### src/rtl/mem_port_arbiter_pkg.sv
// Shared types for the IF/MEM memory port arbiter: FSM state encoding,
// grant-owner encoding and the grant decision used in IDLE.
package mem_port_arbiter_pkg;

    typedef enum logic [1:0] {
        ST_IDLE   = 2'd0,
        ST_I_BUSY = 2'd1,
        ST_D_BUSY = 2'd2,
        ST_DONE   = 2'd3
    } arb_state_e;

    typedef enum logic {
        GNT_I = 1'b0,
        GNT_D = 1'b1
    } gnt_owner_e;

    // MEM stage wins unless fetch has been passed over too many times in a row.
    function automatic gnt_owner_e pick_owner(input logic d_req,
                                              input logic i_req,
                                              input logic starved);
        gnt_owner_e owner;
        if (d_req && !(i_req && starved)) begin
            owner = GNT_D;
        end else begin
            owner = GNT_I;
        end
        return owner;
    endfunction

endpackage

### src/rtl/mem_port_arbiter_if.sv
// Bundle of the fetch port, data port and unified-memory port of the arbiter.
// slave is the arbiter's view; master is the pipeline/memory side.
interface mem_port_arbiter_if #(
    parameter int ADDR_W = 32,
    parameter int DATA_W = 32
);
    logic              i_req;
    logic [ADDR_W-1:0] i_addr;
    logic [DATA_W-1:0] i_rdata;
    logic              i_ack;
    logic              i_stall;

    logic              d_ren;
    logic              d_wen;
    logic [ADDR_W-1:0] d_addr;
    logic [DATA_W-1:0] d_wdata;
    logic [DATA_W-1:0] d_rdata;
    logic              d_ack;
    logic              d_stall;

    logic              bus_err;

    logic              mem_cs;
    logic              mem_we;
    logic [ADDR_W-1:0] mem_addr;
    logic [DATA_W-1:0] mem_dout;
    logic [DATA_W-1:0] mem_din;
    logic              mem_ack;

    modport slave (
        input  i_req, i_addr, d_ren, d_wen, d_addr, d_wdata, mem_din, mem_ack,
        output i_rdata, i_ack, i_stall, d_rdata, d_ack, d_stall, bus_err,
               mem_cs, mem_we, mem_addr, mem_dout
    );

    modport master (
        output i_req, i_addr, d_ren, d_wen, d_addr, d_wdata, mem_din, mem_ack,
        input  i_rdata, i_ack, i_stall, d_rdata, d_ack, d_stall, bus_err,
               mem_cs, mem_we, mem_addr, mem_dout
    );
endinterface

### src/rtl/mem_port_arbiter_arb_watchdog.sv
// Busy-cycle counter for the memory arbiter; expired is high once the
// counter has reached TIMEOUT-1 cycles since the last clear.
module arb_watchdog #(
    parameter int TIMEOUT = 255
) (
    input  logic clk,
    input  logic rst,
    input  logic clr,
    input  logic en,
    output logic expired
);
    localparam int              CNT_W = (TIMEOUT > 2) ? $clog2(TIMEOUT) : 1;
    localparam logic [CNT_W-1:0] LAST = CNT_W'(TIMEOUT - 1);

    logic [CNT_W-1:0] tmo_cnt_q;
    logic [CNT_W-1:0] tmo_cnt_d;

    // Next count: clear wins, saturate at LAST so the counter never wraps.
    always_comb begin
        tmo_cnt_d = tmo_cnt_q;
        if (clr) begin
            tmo_cnt_d = '0;
        end else if (en && (tmo_cnt_q != LAST)) begin
            tmo_cnt_d = tmo_cnt_q + 1'b1;
        end else begin
            tmo_cnt_d = tmo_cnt_q;
        end
    end

    // Counter register.
    always_ff @(posedge clk) begin
        if (rst) begin
            tmo_cnt_q <= '0;
        end else begin
            tmo_cnt_q <= tmo_cnt_d;
        end
    end

    assign expired = (tmo_cnt_q == LAST);

endmodule

### src/rtl/mem_port_arbiter.sv
// Arbitrates one variable-latency unified memory between the IF and MEM
// pipeline stages, with fetch starvation protection and a hang watchdog.
module mem_port_arbiter
    import mem_port_arbiter_pkg::*;
#(
    parameter int ADDR_W     = 32,
    parameter int DATA_W     = 32,
    parameter int STARVE_MAX = 4,
    parameter int TIMEOUT    = 255
) (
    input  logic                clk,
    input  logic                rst,
    mem_port_arbiter_if.slave   bus
);
    localparam int              SC_W       = $clog2(STARVE_MAX + 1);
    localparam logic [SC_W-1:0] STARVE_LIM = SC_W'(STARVE_MAX);

    arb_state_e        state_q,    state_d;
    logic              mem_cs_q,   mem_cs_d;
    logic              mem_we_q,   mem_we_d;
    logic [ADDR_W-1:0] mem_addr_q, mem_addr_d;
    logic [DATA_W-1:0] mem_dout_q, mem_dout_d;
    logic              i_ack_q,    i_ack_d;
    logic              d_ack_q,    d_ack_d;
    logic              bus_err_q,  bus_err_d;
    logic [DATA_W-1:0] i_rdata_q,  i_rdata_d;
    logic [DATA_W-1:0] d_rdata_q,  d_rdata_d;
    logic [SC_W-1:0]   starve_q,   starve_d;

    logic       d_req_s;
    logic       wd_clr_s;
    logic       wd_en_s;
    logic       wd_expired_s;
    gnt_owner_e owner_s;

    assign d_req_s = bus.d_ren | bus.d_wen;

    arb_watchdog #(.TIMEOUT(TIMEOUT)) u_watchdog (
        .clk     (clk),
        .rst     (rst),
        .clr     (wd_clr_s),
        .en      (wd_en_s),
        .expired (wd_expired_s)
    );

    // Grant decision, transaction tracking and completion/abort handling.
    always_comb begin
        state_d    = state_q;
        mem_cs_d   = mem_cs_q;
        mem_we_d   = mem_we_q;
        mem_addr_d = mem_addr_q;
        mem_dout_d = mem_dout_q;
        i_ack_d    = 1'b0;
        d_ack_d    = 1'b0;
        bus_err_d  = 1'b0;
        i_rdata_d  = i_rdata_q;
        d_rdata_d  = d_rdata_q;
        starve_d   = starve_q;
        wd_clr_s   = 1'b0;
        wd_en_s    = 1'b0;
        owner_s    = pick_owner(d_req_s, bus.i_req, starve_q == STARVE_LIM);

        case (state_q)
            ST_IDLE: begin
                if (d_req_s || bus.i_req) begin
                    mem_cs_d   = 1'b1;
                    mem_dout_d = bus.d_wdata;
                    wd_clr_s   = 1'b1;
                    if (owner_s == GNT_D) begin
                        mem_addr_d = bus.d_addr;
                        mem_we_d   = bus.d_wen;
                        state_d    = ST_D_BUSY;
                        // Only D grants that bypass a waiting fetch count toward starvation.
                        if (bus.i_req && (starve_q != STARVE_LIM)) begin
                            starve_d = starve_q + 1'b1;
                        end else if (bus.i_req) begin
                            starve_d = starve_q;
                        end else begin
                            starve_d = '0;
                        end
                    end else begin
                        mem_addr_d = bus.i_addr;
                        mem_we_d   = 1'b0;
                        state_d    = ST_I_BUSY;
                        starve_d   = '0;
                    end
                end else begin
                    state_d = ST_IDLE;
                end
            end
            ST_I_BUSY, ST_D_BUSY: begin
                wd_en_s = 1'b1;
                if (bus.mem_ack || wd_expired_s) begin
                    mem_cs_d = 1'b0;
                    mem_we_d = 1'b0;
                    state_d  = ST_DONE;
                    // A real ack takes priority over an expiry in the same cycle.
                    bus_err_d = ~bus.mem_ack;
                    if (state_q == ST_I_BUSY) begin
                        i_ack_d   = 1'b1;
                        i_rdata_d = bus.mem_ack ? bus.mem_din : '0;
                    end else begin
                        d_ack_d = 1'b1;
                        if (!bus.mem_ack) begin
                            d_rdata_d = '0;
                        end else if (!mem_we_q) begin
                            d_rdata_d = bus.mem_din;
                        end else begin
                            d_rdata_d = d_rdata_q;
                        end
                    end
                end else begin
                    state_d = state_q;
                end
            end
            ST_DONE: begin
                state_d = ST_IDLE;
            end
            default: begin
                state_d  = ST_IDLE;
                mem_cs_d = 1'b0;
                mem_we_d = 1'b0;
            end
        endcase
    end

    // State and registered outputs.
    always_ff @(posedge clk) begin
        if (rst) begin
            state_q    <= ST_IDLE;
            mem_cs_q   <= 1'b0;
            mem_we_q   <= 1'b0;
            mem_addr_q <= '0;
            mem_dout_q <= '0;
            i_ack_q    <= 1'b0;
            d_ack_q    <= 1'b0;
            bus_err_q  <= 1'b0;
            i_rdata_q  <= '0;
            d_rdata_q  <= '0;
            starve_q   <= '0;
        end else begin
            state_q    <= state_d;
            mem_cs_q   <= mem_cs_d;
            mem_we_q   <= mem_we_d;
            mem_addr_q <= mem_addr_d;
            mem_dout_q <= mem_dout_d;
            i_ack_q    <= i_ack_d;
            d_ack_q    <= d_ack_d;
            bus_err_q  <= bus_err_d;
            i_rdata_q  <= i_rdata_d;
            d_rdata_q  <= d_rdata_d;
            starve_q   <= starve_d;
        end
    end

    assign bus.mem_cs   = mem_cs_q;
    assign bus.mem_we   = mem_we_q;
    assign bus.mem_addr = mem_addr_q;
    assign bus.mem_dout = mem_dout_q;
    assign bus.i_ack    = i_ack_q;
    assign bus.d_ack    = d_ack_q;
    assign bus.bus_err  = bus_err_q;
    assign bus.i_rdata  = i_rdata_q;
    assign bus.d_rdata  = d_rdata_q;
    assign bus.i_stall  = bus.i_req & ~i_ack_q;
    assign bus.d_stall  = d_req_s & ~d_ack_q;

endmodule

### src/flat_wrapper.sv
// flat-port wrapper written by rule: the top's interface ports become plain ports
module mem_port_arbiter_flat import mem_port_arbiter_pkg::*;
#(
    parameter int ADDR_W     = 32,
    parameter int DATA_W     = 32,
    parameter int STARVE_MAX = 4,
    parameter int TIMEOUT    = 255
)
  (clk, rst, bus_i_req, bus_i_addr, bus_d_ren, bus_d_wen, bus_d_addr, bus_d_wdata, bus_mem_din, bus_mem_ack, bus_i_rdata, bus_i_ack, bus_i_stall, bus_d_rdata, bus_d_ack, bus_d_stall, bus_bus_err, bus_mem_cs, bus_mem_we, bus_mem_addr, bus_mem_dout);
  mem_port_arbiter_if #(.ADDR_W(ADDR_W), .DATA_W(DATA_W)) bus_i ();
  input  logic clk;
  input  logic rst;
  input wire logic [$bits(bus_i.i_req)-1:0] bus_i_req;
  input wire logic [$bits(bus_i.i_addr)-1:0] bus_i_addr;
  input wire logic [$bits(bus_i.d_ren)-1:0] bus_d_ren;
  input wire logic [$bits(bus_i.d_wen)-1:0] bus_d_wen;
  input wire logic [$bits(bus_i.d_addr)-1:0] bus_d_addr;
  input wire logic [$bits(bus_i.d_wdata)-1:0] bus_d_wdata;
  input wire logic [$bits(bus_i.mem_din)-1:0] bus_mem_din;
  input wire logic [$bits(bus_i.mem_ack)-1:0] bus_mem_ack;
  output wire logic [$bits(bus_i.i_rdata)-1:0] bus_i_rdata;
  output wire logic [$bits(bus_i.i_ack)-1:0] bus_i_ack;
  output wire logic [$bits(bus_i.i_stall)-1:0] bus_i_stall;
  output wire logic [$bits(bus_i.d_rdata)-1:0] bus_d_rdata;
  output wire logic [$bits(bus_i.d_ack)-1:0] bus_d_ack;
  output wire logic [$bits(bus_i.d_stall)-1:0] bus_d_stall;
  output wire logic [$bits(bus_i.bus_err)-1:0] bus_bus_err;
  output wire logic [$bits(bus_i.mem_cs)-1:0] bus_mem_cs;
  output wire logic [$bits(bus_i.mem_we)-1:0] bus_mem_we;
  output wire logic [$bits(bus_i.mem_addr)-1:0] bus_mem_addr;
  output wire logic [$bits(bus_i.mem_dout)-1:0] bus_mem_dout;
  assign bus_i.i_req = bus_i_req;
  assign bus_i.i_addr = bus_i_addr;
  assign bus_i.d_ren = bus_d_ren;
  assign bus_i.d_wen = bus_d_wen;
  assign bus_i.d_addr = bus_d_addr;
  assign bus_i.d_wdata = bus_d_wdata;
  assign bus_i.mem_din = bus_mem_din;
  assign bus_i.mem_ack = bus_mem_ack;
  assign bus_i_rdata = bus_i.i_rdata;
  assign bus_i_ack = bus_i.i_ack;
  assign bus_i_stall = bus_i.i_stall;
  assign bus_d_rdata = bus_i.d_rdata;
  assign bus_d_ack = bus_i.d_ack;
  assign bus_d_stall = bus_i.d_stall;
  assign bus_bus_err = bus_i.bus_err;
  assign bus_mem_cs = bus_i.mem_cs;
  assign bus_mem_we = bus_i.mem_we;
  assign bus_mem_addr = bus_i.mem_addr;
  assign bus_mem_dout = bus_i.mem_dout;
  mem_port_arbiter #(.ADDR_W(ADDR_W), .DATA_W(DATA_W), .STARVE_MAX(STARVE_MAX), .TIMEOUT(TIMEOUT)) u_core (.clk(clk), .rst(rst), .bus(bus_i));
endmodule
### config.mk
export PLATFORM = sky130hd
export DESIGN_NAME = mem_port_arbiter_flat
export DESIGN_NICKNAME = d
export VERILOG_FILES = /design/src/rtl/mem_port_arbiter_pkg.sv /design/src/rtl/mem_port_arbiter_if.sv /design/src/rtl/mem_port_arbiter_arb_watchdog.sv /design/src/rtl/mem_port_arbiter.sv /design/src/flat_wrapper.sv
export SDC_FILE = /design/constraint.sdc
export NUM_CORES = 1
export LEC_CHECK = 0
export BUFFER_PORTS_ARGS = -buffer_cell sky130_fd_sc_hd__buf_4
export CORE_MARGIN = 2
export CORE_UTILIZATION = 41
export DETAILED_ROUTE_END_ITERATION = 7
export PLACE_DENSITY_LB_ADDON = 0.3
export SLEW_MARGIN = 25
export SYNTH_ARGS = -nofsm -noshare
export SYNTH_HDL_FRONTEND = slang
export SYNTH_SLANG_ARGS = --single-unit
### constraint.sdc
create_clock -name clk -period 1.7 [get_ports clk]
set_clock_uncertainty 0.1 [all_clocks]
set_input_delay 0.085 -clock clk [delete_from_list [all_inputs] [get_ports clk]]
set_output_delay 0.085 -clock clk [all_outputs]
set_load 0.005 [all_outputs]
==> results.md <==
Hold path:
- The sink of the worst hold path is u_core.starve_q[1]$_SDFFE_PP0P_.
- The worst hold path begins at bus_d_ren.
- The type of the tightest min-delay check is in -> reg.
- Along the worst hold path, the cell count comes to 4.

Detailed routing:
- The number of iterations in the first detailed-routing pass is 5.
- In the routed design, unresolved DRC markers number 0.
- The routed design has approximately 22,000 um of wire.
- The number of vias in the routed layout is 6,166.
- For this block, the initial DRC count from the detailed router was 443.
- In this run the remaining antenna-violating nets after routing total 0.
- After detailed routing, the number of vias per cell comes to 5.42.
- In the final routed layout, each cell accounts on average for around 20 um.

Synth:
- In the synthesized netlist the dominant register cell turns out to be dfxtp_1.
- By area the synthesized netlist is led by dfxtp_1 54%, a22o_1 10%, a21oi_1 6.3%.
- Counting every net in the synthesized netlist gives 672.
- For this run, the register share of the synthesized area comes to 0.544.
- The area share of the largest cell type after synthesis is 0.544.
- The mapped netlist covers about 5400 sq um.
- In this run, synthesis inferred 0 flip-flops with an integrated enable.
- In the synthesized netlist, the number of instances is between 500 and 600.
- By count the netlist is led by 146 x dfxtp_1, 69 x nand2_1, 68 x a21oi_1.
- The post-synthesis async set-or-reset flop share is 0.
- The netlist uses 47 different library cells.
- The most repeated cell in the gate-level netlist after synthesis is dfxtp_1.
- During synthesis, Yosys emitted a total of 0 warnings.
- The cell taking the most area after synthesis is dfxtp_1.
- The register bit count reported by yosys is about 150.
- Dividing the synthesized area by the synthesized cell count gives approximately 10 sq um.

Power:
- The total power density per cell area is about 1400 nW/um^2.
- The peak supply drop is about 920 uV.
- In this run the static leakage power is 4.57 nW.

Layout:
- The layout overhead on the synthesized area is 87.3%.
- The final non-filler cell total is 1,138.
- The final-layout fill cell count is 741.
- Once layout is complete, the utilization of the core stands at 0.791.
- Summing all multi-input logic gate instances after layout gives 2400 sq um.
- The sequential standard cell area is approximately 2900 sq um.
- In the final design database the tool counted ~1,100 nets.
- The fraction of final layout cells sized beyond drive strength 1 is 0.403.
- The repair_antennas step left the layout with diodes totalling 0.

Clocking:
- The cell at the root of the clock tree is clkbuf_16.
- The clock passes through at most 2 buffers.
- TritonCTS built the clock tree.
- The clock-pin slew of the registers on the worst-case setup and hold paths is 0.06 ns.
- The sink count of the clock tree is about 150.
- In this run the number of H-tree levels came out at 4.
- TritonCTS created 17 clock buffers.
- The clock latency reported for the late side of the worst-skew pair is ~0.42 ns.

Floorplan:
- In this run the standard cell core region covers 12,700 sq um.
- The floorplan has ~40 rows.
- The width of the die is about 120 um.
- The initial utilization of the core area, before any placement, comes to 0.422.
- The die covers 14,000 sq um.
- During I/O placement, the number of pins put on the boundary was approximately 270.
- From bottom edge to top edge, the die measures around 120 um.

Global routing:
- The number of global-route vias before repair was approximately 6,300.
- The global-route congestion overflow total is 0.
- The overall fraction of global-route tracks in use is 0.289.
- The first global-routing pass estimated approximately 32,000 um of wire.
- The maximum number of pins on one net before global-route repair is slightly below 60.
- The number of antenna violations at the first check in global routing is 0.

Setup path:
- The end of the worst register-to-register path is u_core.bus.mem_addr[31]$_SDFFE_PP0P_.
- Counting cells, the worst reg-to-reg path comes to 8.
- Data on the critical path arrives at its endpoint at roughly 2 ns.
- The critical path is of the reg -> reg type.
- The setup check on the worst reg-to-reg path leaves a slack of -0.12 ns.
- For the worst setup path, the data required time is approximately 1.9 ns.
- The largest fanout on the critical path is 6.
- The worst setup path is launched from a flip-flop.
- The worst register-to-register path begins at u_core.starve_q[1]$_SDFFE_PP0P_.
- STA classifies the critical path endpoint as a flip-flop.

STA:
- The actual slew at the worst max-slew pin is about 0.42 ns.
- The worst max-slew margin expressed relative to the limit is 0.721.
- The final-report hold violation count was 0.
- The final worst hold slack is about 0.053 ns.
- After layout, the minimum clock period comes to about 1.8 ns.
- The highest clock frequency the design can meet is 551 MHz.
- The number of pins with negative max-slew slack in the final report came to 0.
- The post-layout worst setup margin is -0.116 ns.
- The setup violation total in the final timing report is 34.
- Setup repair after global routing could not meet its margin everywhere.
- The fraction of the cycle the final worst path needs is 1.07.

Placed design:
- During placement, the flow inserted port buffers numbering 268.
- Before CTS, the worst setup slack after placement is -0.0521 ns.
- The count of placed standard cells including taps is between 900 and 1,000.
- The weighted congestion reported at the end of routability-driven placement is 0.823.
- The wire-length estimate of the detail-placed layout is about 12,000 um.

Run status:
- The run finished, with violations left.
- The checks that failed: setup timing.

Job:
- The count of maximum capacitance violations is 0.
==> cells by family after synthesis <==
family / count (synthesis) / synth area share
multiplexers: 32 / 0.0596
XOR/XNOR: 5 / 0.00815
AND/OR/NAND/NOR: 107 / 0.0883
buffers and inverters: 48 / 0.0478
AO/OA/AOI/OAI: 188 / 0.238
adder cells (fa/ha/maj): 6 / 0.0140
flip-flops: 146 / 0.544
==> what timing repair did <==
item,CTS,global route
setup endpoints to repair,84,93
setup buffers,2,8
resized for setup,12,46
hold buffers,131,0
cloned,2,5
pin swaps,2,47
endpoints found under the hold margin,132,0
==> registers in the layout, summed over array words and instances (netlist names) <==
| register | cells |
|---|---|
| u_core.bus.mem_dout | 32 |
| u_core.starve_q | 3 |
| u_core.bus.i_rdata | 32 |
| u_core.state_q | 2 |
| u_core.bus.mem_cs | 1 |
| u_core.bus.bus_err | 1 |
| u_core.bus.d_rdata | 32 |
| u_core.bus.mem_we | 1 |
| u_core.u_watchdog.tmo_cnt_q | 8 |
| u_core.bus.mem_addr | 32 |
| u_core.bus.i_ack | 1 |
| u_core.bus.d_ack | 1 |
==> metal layers <==
layer | global-route usage | vias up | routed length, um
li1 | - | 2759 | -
met1 | 0.306 | 2907 | 8050
met2 | 0.512 | 398 | 11300
met3 | 0.0849 | 102 | 1850
met4 | 0.161 | 0 | 1250
met5 | 0 | - | 0
==> worst max path at each step <==
stage	startpoint	end	slack [ns]	cells after the start
after floorplan	u_core.state_q[0]$_SDFFE_PP0P_	u_core.bus.d_rdata[11]$_SDFFE_PP0P_	0.0004	7
after global placement	u_core.starve_q[0]$_SDFFE_PP0P_	u_core.bus.mem_addr[14]$_SDFFE_PP0P_	0.02	7
after CTS	u_core.u_watchdog.tmo_cnt_q[0]$_SDFFE_PP0P_	u_core.bus.i_rdata[4]$_SDFFE_PP0P_	-0.04	7
final	u_core.starve_q[1]$_SDFFE_PP0P_	u_core.bus.mem_addr[31]$_SDFFE_PP0P_	-0.12	8
after global routing	u_core.starve_q[1]$_SDFFE_PP0P_	u_core.bus.mem_addr[31]$_SDFFE_PP0P_	-0.14	8
after detailed placement	u_core.state_q[1]$_SDFFE_PP0P_	u_core.state_q[0]$_SDFFE_PP0P_	-0.05	6
==> cell usage in the layout, fill, tap and decap left out, types with 2 or more instances in the layout <==
| master | netlist | routed |
|---|---|---|
| clkinv_4 | 0 | 3 |
| nor2_1 | 14 | 14 |
| inv_1 | 7 | 4 |
| ha_4 | 0 | 3 |
| a22o_1 | 64 | 64 |
| clkinvlp_4 | 0 | 3 |
| buf_6 | 7 | 5 |
| a21oi_1 | 68 | 61 |
| dfxtp_2 | 0 | 6 |
| mux2i_4 | 0 | 6 |
| o21ai_1 | 1 | 2 |
| nand3_1 | 5 | 5 |
| bufinv_16 | 0 | 3 |
| inv_2 | 2 | 5 |
| mux2i_1 | 32 | 20 |
| a21oi_2 | 0 | 7 |
| buf_12 | 0 | 9 |
| and3_4 | 0 | 2 |
| buf_4 | 3 | 291 |
| dfxtp_1 | 146 | 140 |
| a211oi_1 | 6 | 6 |
| mux2i_2 | 0 | 6 |
| inv_6 | 0 | 3 |
| dlygate4sd3_1 | 0 | 131 |
| ha_1 | 6 | 2 |
| o21ai_0 | 35 | 34 |
| clkbuf_16 | 0 | 21 |
| nand2_1 | 69 | 69 |
| and3_1 | 4 | 2 |
| xor2_1 | 2 | 2 |
| xnor2_1 | 3 | 3 |
| nand4_1 | 4 | 4 |
==> power breakdown <==
| part | leakage [nW] | total, mW | internal (mW) | switching [mW] |
|---|---|---|---|---|
| Sequential | 1.20 | 4.81 | 4.28 | 0.533 |
| Combinational | 3.08 | 5.33 | 2.69 | 2.64 |
| Clock | 0.293 | 3.91 | 2.38 | 1.54 |
==> metrics by stage <==
stage               area (sq um)  total power, mW  setup TNS [ns]
floorplan                   5390             6.81               0
global placement            7670             8.87               0
detailed placement          7670             9.01          -0.855
CTS                         9720             13.3          -0.290
global route               10100             14.6           -2.67
finish                     10100             14.1          -0.779
==> area by class of cell <==
cell class              count  area share
repair buffers            441       0.384
flip-flops and latches    146       0.291
multi-input cells         338       0.239
clock buffers              19      0.0440
well taps                 172      0.0214
clock inverters            13      0.0175
inverters                   9     0.00336
==> critical path, cell delays in order, from the launching register on <==
cell and delay (ns):
dfxtp_2 0.35, inv_2 0.06, ha_4 0.16, and3_4 0.18, nor2_4 0.14, buf_12 0.15, clkbuf_16 0.16, mux2i_1 0.25
a211oi_1 0.13
(Power assumes the default switching activity.)
